--- config.mk ---
export PLATFORM = sky130hd
export DESIGN_NAME = uart_tx_arbiter
export DESIGN_NICKNAME = d
export VERILOG_FILES = /design/src/rtl/uart_pkg.sv /design/src/rtl/rr_arbiter.sv /design/src/rtl/uart_tx_arbiter.sv
export SDC_FILE = /design/constraint.sdc
export NUM_CORES = 1
export LEC_CHECK = 0
export BUFFER_PORTS_ARGS = -buffer_cell sky130_fd_sc_hd__buf_2
export CAP_MARGIN = 25
export CORE_MARGIN = 2
export CORE_UTILIZATION = 41
export DETAILED_ROUTE_END_ITERATION = 6
export PLACE_DENSITY = 0.66
export SLEW_MARGIN = 15
export SYNTH_ARGS = -nofsm -noshare
export SYNTH_HDL_FRONTEND = slang
export SYNTH_SLANG_ARGS = --single-unit
export TNS_END_PERCENT = 20
--- constraint.sdc ---
create_clock -name sysclk_in -period 4.4 [get_ports sysclk_in]
set_input_delay 0.22 -clock sysclk_in [delete_from_list [all_inputs] [get_ports sysclk_in]]
set_output_delay 0.22 -clock sysclk_in [all_outputs]
set_load 0.05 [all_outputs]
--- src/rtl/uart_pkg.sv ---
// Shared definitions for the UART transmit arbiter: FSM state encoding and
// the default byte width used by the UART data path.
package uart_pkg;

   localparam int DATA_BITS_DEFAULT = 8;

   typedef enum logic [1:0] {
      IDLE      = 2'd0,
      START     = 2'd1,
      WAIT_BUSY = 2'd2,
      WAIT_DONE = 2'd3
   } arbState_e;

endpackage

--- src/rtl/rr_arbiter.sv ---
// Combinational round-robin winner search. The search begins one past the
// previous grant and wraps, so the previous winner has the lowest priority.
module rr_arbiter #(
   parameter int N_REQ = 4,
   parameter int IW    = $clog2(N_REQ)
) (
   input  logic [N_REQ-1:0] req,
   input  logic [IW-1:0]    last_grant,
   output logic [N_REQ-1:0] grant_onehot,
   output logic [IW-1:0]    grant_idx,
   output logic             any_req
);

   // Walk the requesters in rotating order and keep the first one found.
   always_comb begin
      logic found;
      int   idxWide;
      logic [IW-1:0] idx;
      grant_onehot = '0;
      grant_idx    = '0;
      found        = 1'b0;
      idxWide      = 0;
      idx          = '0;
      for (int k = 1; k <= N_REQ; k++) begin
         idxWide = (int'(last_grant) + k) % N_REQ;
         idx     = IW'(idxWide);
         if (!found && req[idx]) begin
            found             = 1'b1;
            grant_onehot[idx] = 1'b1;
            grant_idx         = idx;
         end
      end
   end

   // Any set request means a winner exists this cycle.
   always_comb begin
      any_req = |req;
   end

endmodule

--- src/rtl/uart_tx_arbiter.sv ---
// Shares one UART transmitter between N_REQ byte requesters. A winner is
// accepted in IDLE, a one-cycle start strobe is issued, and the arbiter then
// waits for the transmitter to go busy (bounded by START_TIMEOUT) and to
// report the end of the frame before accepting again.
module uart_tx_arbiter
   import uart_pkg::*;
#(
   parameter int N_REQ         = 4,
   parameter int DATA_BITS     = DATA_BITS_DEFAULT,
   parameter int START_TIMEOUT = 64
) (
   input  logic                         sysclk_in,
   input  logic                         nrst_in,
   input  logic [N_REQ-1:0]             req_valid_in,
   input  logic [N_REQ*DATA_BITS-1:0]   req_data_in,
   output logic [N_REQ-1:0]             req_ready_out,
   output logic [DATA_BITS-1:0]         tx_data_out,
   output logic                         tx_start_out,
   input  logic                         tx_busy_in,
   input  logic                         tx_done_in,
   output logic [$clog2(N_REQ)-1:0]     grant_idx_out,
   output logic                         busy_out,
   output logic                         timeout_err_out
);

   localparam int IW = $clog2(N_REQ);
   localparam int CW = $clog2(START_TIMEOUT + 1);

   arbState_e          state_q;
   logic [IW-1:0]      lastGrant_q;
   logic [IW-1:0]      grantIdx_q;
   logic [DATA_BITS-1:0] txData_q;
   logic               txStart_q;
   logic               timeoutErr_q;
   logic [CW-1:0]      timeoutCnt_q;

   logic [N_REQ-1:0]   grantOnehot;
   logic [IW-1:0]      grantIdx;
   logic               anyReq;
   logic [DATA_BITS-1:0] winnerData;

   rr_arbiter #(
      .N_REQ (N_REQ),
      .IW    (IW)
   ) u_rr (
      .req          (req_valid_in),
      .last_grant   (lastGrant_q),
      .grant_onehot (grantOnehot),
      .grant_idx    (grantIdx),
      .any_req      (anyReq)
   );

   // Select the byte belonging to the current round-robin winner.
   always_comb begin
      winnerData = '0;
      for (int i = 0; i < N_REQ; i++) begin
         if (grantOnehot[i]) begin
            winnerData = req_data_in[i*DATA_BITS +: DATA_BITS];
         end
      end
   end

   // Arbitration FSM; the counter counts cycles since the start strobe, so
   // it is zero during START and reaches START_TIMEOUT-1 on the last
   // WAIT_BUSY cycle, which puts the error pulse START_TIMEOUT cycles after
   // the strobe.
   always_ff @(posedge sysclk_in or negedge nrst_in) begin
      if (!nrst_in) begin
         state_q      <= IDLE;
         lastGrant_q  <= IW'(N_REQ - 1);
         grantIdx_q   <= '0;
         txData_q     <= '0;
         txStart_q    <= 1'b0;
         timeoutErr_q <= 1'b0;
         timeoutCnt_q <= '0;
      end else begin
         txStart_q    <= 1'b0;
         timeoutErr_q <= 1'b0;
         case (state_q)
            IDLE: begin
               if (anyReq) begin
                  txData_q     <= winnerData;
                  grantIdx_q   <= grantIdx;
                  lastGrant_q  <= grantIdx;
                  timeoutCnt_q <= '0;
                  txStart_q    <= 1'b1;
                  state_q      <= START;
               end
            end
            START: begin
               timeoutCnt_q <= timeoutCnt_q + CW'(1);
               state_q      <= WAIT_BUSY;
            end
            WAIT_BUSY: begin
               if (tx_busy_in) begin
                  state_q <= WAIT_DONE;
               end else if (timeoutCnt_q >= CW'(START_TIMEOUT - 1)) begin
                  timeoutErr_q <= 1'b1;
                  state_q      <= IDLE;
               end else begin
                  timeoutCnt_q <= timeoutCnt_q + CW'(1);
               end
            end
            WAIT_DONE: begin
               if (tx_done_in) begin
                  state_q <= IDLE;
               end
            end
            default: state_q <= IDLE;
         endcase
      end
   end

   // Ready is only offered while idle and never while reset is held, so a
   // reset silences the accept strobe immediately.
   always_comb begin
      req_ready_out = '0;
      if ((state_q == IDLE) && nrst_in) begin
         req_ready_out = grantOnehot;
      end
   end

   // Drive the remaining outputs straight from their registers.
   always_comb begin
      tx_data_out     = txData_q;
      tx_start_out    = txStart_q;
      grant_idx_out   = grantIdx_q;
      timeout_err_out = timeoutErr_q;
      busy_out        = (state_q != IDLE);
   end

endmodule

# --- Word level (Yosys, flattened, before mapping) ---
# Cells that the tools add are included.
totals:
  regBits: 23
  out_inout_bits: 17
  elab_cells: 96
op_classes:
  n_addsub: 5
  magnitude_cmp: 9
  eq_ne: 8
  muxes: 46
  bitwise: 3
  reduce_logical: 18
ops:
  columns: ["operator", "count"]
  rows:
  - ["$mux 8", 4]
  - ["$mux 7", 3]
  - ["$pmux 7 s3", 1]
  - ["$mux 4", 5]
  - ["$mux 1", 16]
  - ["$mux 2", 8]
  - ["$lt 2x3->1 const B", 4]
  - ["$or 4x4->4", 3]
  - ["$bmux 1 s2", 4]
  - ["$demux 1 s2", 4]
  - ["$ge 2x1->1 const B", 4]
  - ["$logic_and 1x1->1", 8]
  - ["$ne 2x2->1 const B", 4]
  - ["$pmux 2 s4", 1]
  - ["$add 7x1->7 const B", 1]
  - ["$ge 7x6->1 const B", 1]
  - ["$add 2x1->2 const B", 2]
  - ["$add 2x2->2 const B", 2]
  - ["$eq 2x2->1 const B", 2]
  - ["$reduce_and 4->1", 1]
  - ["$reduce_or 4->1", 1]
  - ["$logic_not 1->1", 3]
  - ["$ne 3x3->1 const B", 1]
  - ["$reduce_and 3->1", 1]
  - ["other kinds (5)", 5]

# --- Longest topological paths before layout ---
# Gate-level depths: netlist (run 1).
depth:
  ltp_word: 17
  depth_mapped: 11
  ltp_nobuf: 8

# --- Cells and area by module ---
# Synthesis (run 1) repeated with hierarchy kept, for this count alone.
hier_totals:
  hier_cells: 240
  hier_area_um2: 1963.1
by_module_without_submodules:
  columns: ["module", "instances", "cells_per_inst", "area_each_um2"]
  rows:
  - ["uart_tx_arbiter", 1, 170, 1422.6]
  - ["rr_arbiter", 1, 70, 540.5]

# --- Worst setup path before layout (run 1) ---
# No wires, ideal clock.
synth_path:
  path_type: "register to output"
  startpoint: "register lastGrant_q[0]"
  endpoint: "output req_ready_out[0]"
  t_arrival_ns: 3.280
  setup_slack_ns: 0.900
  stages_incl_launch_ff: 9
  path_cell_list: "dfstp_2 > buf_6 > inv_1 > ha_1 > mux4_1 > nor4b_4 > a221o_1 > buf_4 > nor2b_1"
synth_between:
  elab_chain_len: 14
synth_lines:
  columns: ["item", "line_no", "rtl"]
  rows:
  - ["start, declared", "uart_tx_arbiter.sv:30", "logic [IW-1:0] lastGrant_q;"]
  - ["start signal, assigned", "uart_tx_arbiter.sv:70", "lastGrant_q <= IW'(N_REQ - 1);"]
  - ["start signal, assigned", "uart_tx_arbiter.sv:84", "lastGrant_q <= grantIdx;"]
  - ["branches (longest 12 deep; another with $lt 2x3->1)", null, null]
  - ["$mux 4 (*)", "rr_arbiter.sv:27", "if (!found && req[idx]) begin"]
  - ["$mux 4 (*)", "uart_tx_arbiter.sv:118", "if ((state_q == IDLE) && nrst_in) begin"]
  - ["end, declared", "uart_tx_arbiter.sv:16", "output logic [N_REQ-1:0] req_ready_out,"]
# Mark *: on every way between the ends. The select of a mux whose other input is x is not followed.

# --- Worst setup path in the final report (run 1) ---
# Ends and elaborated chain as after synthesis.

==> impl_metrics.csv, run 1 <==
group,metric,value,unit
clocking,cts.repair.resized,0,
place,gp_congestion,0.844,
run,max_cap_viol_count,0,
place,port_buffers,56,
timing,finalHoldViolCount,0,
worst_setup_path,endpoint_kind,"primary output",
place,preCtsSetupSlack,849,ps
clocking,post_cts_buffers,0,
global_routing,gr-total-overflow,0,
timing,rsz0062_at_grt,"false",
clocking,clock_path_buffers,2,
synthesis,ys_seq_elements,23,
synthesis,synth_flop_cell,"dfrtp_1",
clocking,htreeDepth,1,
die,ios,57,
global_routing,grtUsageTotal,0.181,
timing,setup_tns,0,ps
synthesis,seq_area_frac_synth,0.305,
die,rows,24,
die,die_w,72.0,um
worst_setup_path,slowest_delay,720,ps
power,power_density,795,nW/um^2
worst_setup_path,worst-endpoint-arrival,3620,ps
drt,dr.pass1.iters,4,
cells_and_area,antenna_cells,0,
worst_setup_path,slowest_stage,"dfstp_2",
drt,vias_per_cell,5.57,
synthesis,syn_nets,250,
die,die_y,72.0,um
timing,max_freq,0.261,GHz
cells_and_area,fin_nets,305,
timing,clock-skew-final,6.07,ps
synthesis,async_reset_ff_frac,1.00,
cells_and_area,final_layout_size_suffix_gt1_frac,0.359,
drt,wl_per_cell,14.6,um
worst_hold_path,holdCritPathClass,"input port to flip-flop",
timing,worst_pin_slew,749,ps
worst_setup_path,reg2reg_slack,990,ps
power,max-vdd-ir-drop,542,uV
synthesis,yosysWarnings,0,
worst_setup_path,path_delay_family,"flip-flops",
clocking,cts.clk_slew.worst_paths,90,ps
worst_setup_path,critPathKind,"flip-flop to primary output",
outcome,outcome,"completed",
timing,worst_slack,563,ps
clocking,cts.sinks,23,
cells_and_area,area_growth,18.4,%
worst_setup_path,cp.required,4180,ps
global_routing,grt_pass1_wl,7390,um
synthesis,synth_edf_count,0,
clocking,clk_latency,270,ps
worst_setup_path,critPathLaunchType,"flip-flop",
worst_setup_path,crit_buf_inv,2,
global_routing,grt_antenna_before_repair,0,
clocking,cts_buffers,3,
worst_setup_path,crit_chain,"inv_1, ha_1, mux4_1, nor4b_4, a221o_1, nor2b_1, buf_2",
synthesis,yosysUniqueCellTypes,50,
synthesis,avgSynthCellArea,9.61,um^2
clocking,cts-root-buf,"clkbuf_8",
timing,max_slew_margin,0.494,
clocking,cts_tree,"yes",
worst_setup_path,crit_fanout,14,
global_routing,grt_pass1_vias,1570,
drt,drt_iter0_drc,75,
power,leakage,1.04,nW
global_routing,grt_max_degree,25,
timing,period_minus_slack,3840,ps
timing,finalCritPeriodShare,0.872,
drt,drc_errors,0,
drt,vias,1688,
place,hpwl,3260,um
drt,ant_nets,0,
timing,maxSlewViolCount,0,
synthesis,synth_cells,197,
synthesis,syn_area,1890,um^2
die,dieArea,5180,um^2
timing,setup_violations,0,
drt,wirelength,4420,um
die,initial_utilization,0.429,
die,core_area,4410,um^2
==> Yosys cell counts (2+ instances only) <==
master / instances / share of area
buf_6: 4 / 0.024
mux4_2: 2 / 0.024
mux4_1: 2 / 0.028
o311ai_0: 3 / 0.014
or3_1: 2 / 0.0066
buf_4: 2 / 0.0079
clkbuf_1: 4 / 0.0079
or2_2: 2 / 0.0066
a2bb2oi_1: 8 / 0.037
inv_1: 8 / 0.016
a221oi_2: 2 / 0.016
a31oi_1: 8 / 0.026
a21oi_1: 4 / 0.011
a22o_1: 5 / 0.023
dfrtp_1: 21 / 0.28
nand3_1: 3 / 0.0079
and2b_2: 7 / 0.032
o21ai_0: 12 / 0.032
nor2_1: 10 / 0.020
nand2b_1: 6 / 0.020
o221ai_1: 7 / 0.032
dfstp_2: 2 / 0.028
a211oi_1: 2 / 0.0079
ha_1: 13 / 0.086
nand2_1: 33 / 0.065
==> final timing paths <==
path / from / to / depth (start not counted)
max: lastGrant_q[0] / req_ready_out[0] / 7
max in group asynchronous: nrst_in / lastGrant_q[1] / 2
max reg2reg: lastGrant_q[0] / tx_data_out[4] / 9
min reg2reg: grant_idx_out[0] / grant_idx_out[0] / 2
min: req_data_in[18] / tx_data_out[2] / 3
min in group asynchronous: nrst_in / tx_data_out[2] / 2
==> layer usage <==
metal	vias to the layer above	routed length, um	GRT usage
met4	0	21	0.0377
met2	57	1990	0.295
met5	-	0	0
li1	844	-	-
met1	785	2120	0.251
met3	2	293	0.0347
==> final cells by class <==
cell class / count / area [um^2]
timing repair buffer: 60 / 313
tap: 52 / 65.1
multi-input combinational: 156 / 1210
clock buffer: 4 / 45.0
sequential: 23 / 578
fill: 431 / 2170
inverter: 8 / 30.0
==> power by group <==
part | switching, mW | internal [mW]
registers | 0.0762 | 0.298
clock network | 0.0710 | 0.0647
logic | 0.787 | 0.487
==> worst min-delay path, cell delays in order <==
cell and delay [ps]:
buf_2 70, nand2_1 50, o221ai_2 110
==> flip-flops by register name, indices dropped and copies added (netlist names) <==
name             flops
tx_start_out         1
timeout_err_out      1
state_q              2
tx_data_out          8
timeoutCnt_q         7
lastGrant_q          2
grant_idx_out        2
==> kinds of logic after synthesis <==
logic type | after synthesis | share of synthesized area
AND/OR/NAND/NOR | 75 | 0.227
AO/OA/AOI/OAI | 62 | 0.263
multiplexers | 6 | 0.0628
buffers and inverters | 18 | 0.0555
adder cells (fa/ha/maj) | 13 | 0.0859
flip-flops | 23 | 0.305
==> metrics by stage <==
| stage | instances | cell area (um^2) | util | power [mW] | hold slack (ps) |
|---|---|---|---|---|---|
| 2_1_floorplan | 197 | 1890 | - | 1.45 | -75.6 |
| 6_report | 303 | 2240 | 0.508 | 1.78 | 219 |
| 3_5_place_dp | 298 | 2190 | 0.495 | 1.66 | 254 |
| 3_3_place_gp | 298 | 2190 | 0.495 | 1.64 | 240 |
| 4_1_cts | 303 | 2240 | 0.508 | 1.80 | 220 |
| 5_1_grt | 303 | 2240 | 0.508 | 1.94 | 238 |
==> timing repair <==
| action | in CTS | in global routing |
|---|---|---|
| endpoints found under the setup margin | 0 | 0 |
| hold buffers | 1 | 0 |
| endpoints found under the hold margin | 21 | 0 |
==> layout by cell type, fill, tap and decap left out, types with 2 or more instances in the layout <==
cell       instances
nand2_1           33
or2_2              2
a2bb2oi_1          8
o21ai_0           12
ha_1              13
dfrtp_1           21
inv_1              8
a221oi_2           2
and2b_2            7
mux4_2             2
a22o_1             5
a31oi_1            8
a21oi_1            4
buf_4              3
a211oi_1           2
nand3_1            3
nand2b_1           6
nor2_1            10
o311ai_0           2
mux4_1             2
or3_1              2
buf_2             56
clkbuf_8           3
dfstp_2            2
o221ai_1           7
(Power assumes the default switching activity.)
==> run 2: changes to the inputs <==
Settings changed: ABC_AREA from default to 1, SLEW_MARGIN 15 to default.
==> run 2 against run 1 <==
First-iteration DRC count up 49%; via count up 11%; count of clock-buffer cells in the layout down 1; maximum frequency increased by 29%; wire length increased by 2.8%; register-to-register slack gained 930 ps.
==> impl_metrics.csv, run 2 <==
group,metric,value,unit
synthesis,avgSynthCellArea,7.54,um^2
drt,drc_errors,0,
synthesis,yosysUniqueCellTypes,35,
outcome,outcome,"completed",
clocking,htreeDepth,1,
global_routing,gr-total-overflow,0,
die,die_w,73.3,um
worst_setup_path,crit_chain,"inv_1, ha_1, inv_1, nand2_4, nand2_8, nor3_2, nand2_1, nand3_4, nand2_1, inv_1, buf_2",
die,die_y,73.3,um
cells_and_area,largest_reg_flops,8,
synthesis,ys_seq_elements,23,
synthesis,synth_flop_cell,"dfrtp_1",
place,port_buffers,56,
worst_setup_path,worst-endpoint-arrival,2740,ps
timing,max_slew_margin,0.647,
clocking,post_cts_buffers,0,
place,hpwl,3620,um
timing,setup_violations,0,
place,place_inst,366,
worst_setup_path,endpoint_kind,"primary output",
clocking,cts.sinks,23,
synthesis,synthTopCellsByArea,"dfrtp_1, nand2_1, ha_1, a21oi_1, inv_1",
synthesis,async_reset_ff_frac,1.00,
drt,wl_met3,184,um
worst_setup_path,critPathLaunchType,"flip-flop",
cells_and_area,final_layout_size_suffix_gt1_frac,0.293,
worst_setup_path,cpMostUsedCell,"inv_1",
die,initial_utilization,0.422,
timing,timing.hold.ws,141,ps
worst_hold_path,hold_depth,2,
synthesis,synth.most_common_cell,"nand2_1",
drt,dr.pass1.iters,4,
die,core_area,4660,um^2
drt,routed.top_layer,"met4",
worst_setup_path,slowest_stage,"dfstp_2",
worst_setup_path,crit_fanout,17,
drt,wl_met1,2110,um
cells_and_area,final_cell_mix,"nand2_1, buf_2, inv_1",
clocking,cts_buffers,3,
timing,clock-skew-final,2.87,ps
drt,ant_nets,0,
clocking,cts.repair.resized,0,
timing,rsz0062_at_grt,"false",
timing,worst_slack,1440,ps
cells_and_area,antenna_cells,0,
timing,finalHoldViolCount,0,
clocking,clk_latency,270,ps
place,preCtsSetupSlack,1730,ps
drt,vias_per_cell,5.04,
drt,wl_met2,2200,um
timing,period_minus_slack,2960,ps
timing,maxSlewViolCount,0,
synthesis,yosysWarnings,0,
worst_setup_path,r2r_cells,12,
synthesis,synth_top_area_cell,"dfrtp_1",
cells_and_area,fin_nets,371,
cells_and_area,area_growth,18.4,%
drt,wirelength,4550,um
drt,drt_iter0_drc,112,
die,rows,25,
synthesis,synth.top_cell.area_share,0.267,
clocking,cts.clk_slew.worst_paths,80,ps
drt,wl_per_cell,12.3,um
cells_and_area,fin_cells,371,
timing,worst_pin_slew,522,ps
timing,max_freq,0.337,GHz
clocking,clock_path_buffers,2,
timing,setup_tns,0,ps
synthesis,seq_area_frac_synth,0.294,
synthesis,synth_edf_count,0,
global_routing,grt_antenna_before_repair,0,
worst_hold_path,holdCritPathClass,"input port to flip-flop",
global_routing,grt_max_degree,25,
die,dieArea,5370,um^2
synthesis,synth_cells,261,
global_routing,grtUsageTotal,0.178,
clocking,cts-root-buf,"clkbuf_8",
global_routing,grt_pass1_wl,7600,um
place,gp_congestion,0.930,
synthesis,syn_area,1970,um^2
worst_setup_path,slowest_delay,630,ps
worst_setup_path,cp.required,4180,ps
global_routing,grt_pass1_vias,1720,
synthesis,syn_nets,314,
drt,vias,1870,
worst_setup_path,critPathKind,"flip-flop to primary output",
timing,finalCritPeriodShare,0.674,
clocking,cts_tree,"yes",
die,ios,57,
cells_and_area,layout_commonest_cell,"nand2_1",
synthesis,synth.top_cells.by_count,"nand2_1, inv_1, a21oi_1",
run,max_cap_viol_count,0,
-- run 2: timing repair --
item,4_1_cts,5_1_grt
setup endpoints to repair,0,0
endpoints found under the hold margin,21,0
hold buffers,1,0
-- run 2: layout make-up --
| class | count | area (um^2) |
|---|---|---|
| clock buffer | 3 | 41.3 |
| inverter | 40 | 155 |
| tap | 54 | 67.6 |
| fill | 476 | 2330 |
| multi-input combinational | 193 | 1190 |
| timing repair buffer | 57 | 290 |
| sequential | 23 | 578 |
| clock inverter | 1 | 5.00 |
-- run 2: cells by family (layout without fill, tap and decap cells) --
logic type | count (synthesis) | count (layout) | synth area share
AO/OA/AOI/OAI | 54 | 54 | 0.183
adder cells (fa/ha/maj) | 13 | 13 | 0.0827
AND/OR/NAND/NOR | 126 | 126 | 0.341
flip-flops | 23 | 23 | 0.294
buffers and inverters | 45 | 101 | 0.0999
-- run 2: through the flow --
step	area, um^2	util
2_1_floorplan	1970	-
3_3_place_gp	2270	0.488
3_5_place_dp	2270	0.488
4_1_cts	2330	0.500
5_1_grt	2330	0.500
6_report	2330	0.500
-- run 2: critical path, delay by kind of cell (launching register included) --
family                     cells  cell delay, ps
buffers and inverters          4             590
and+or+nand+nor                6             870
DFF                            1             630
adders and majority gates      1             390
-- run 2: worst paths after layout --
check                                  from          endpoint  slack (ps)
setup / recovery             lastGrant_q[1]  req_ready_out[3]        1440
hold / removal                   tx_busy_in   timeout_err_out         140
setup reg to reg             lastGrant_q[1]    tx_data_out[4]        1920
hold reg to reg            grant_idx_out[0]  grant_idx_out[0]         500
max in group asynchronous           nrst_in    lastGrant_q[1]        3570
min in group asynchronous           nrst_in   timeoutCnt_q[5]         460
-- run 2: metal layers --
metal | vias up | GRT usage
met3 | 5 | 0.0137
met4 | 0 | 0.0556
met5 | - | 0
met2 | 47 | 0.289
met1 | 853 | 0.251
li1 | 965 | -
Power of run 2 is left out: the tool's default activity adds up to more than one toggle a clock period on the data nets, which glitch-free logic cannot reach.
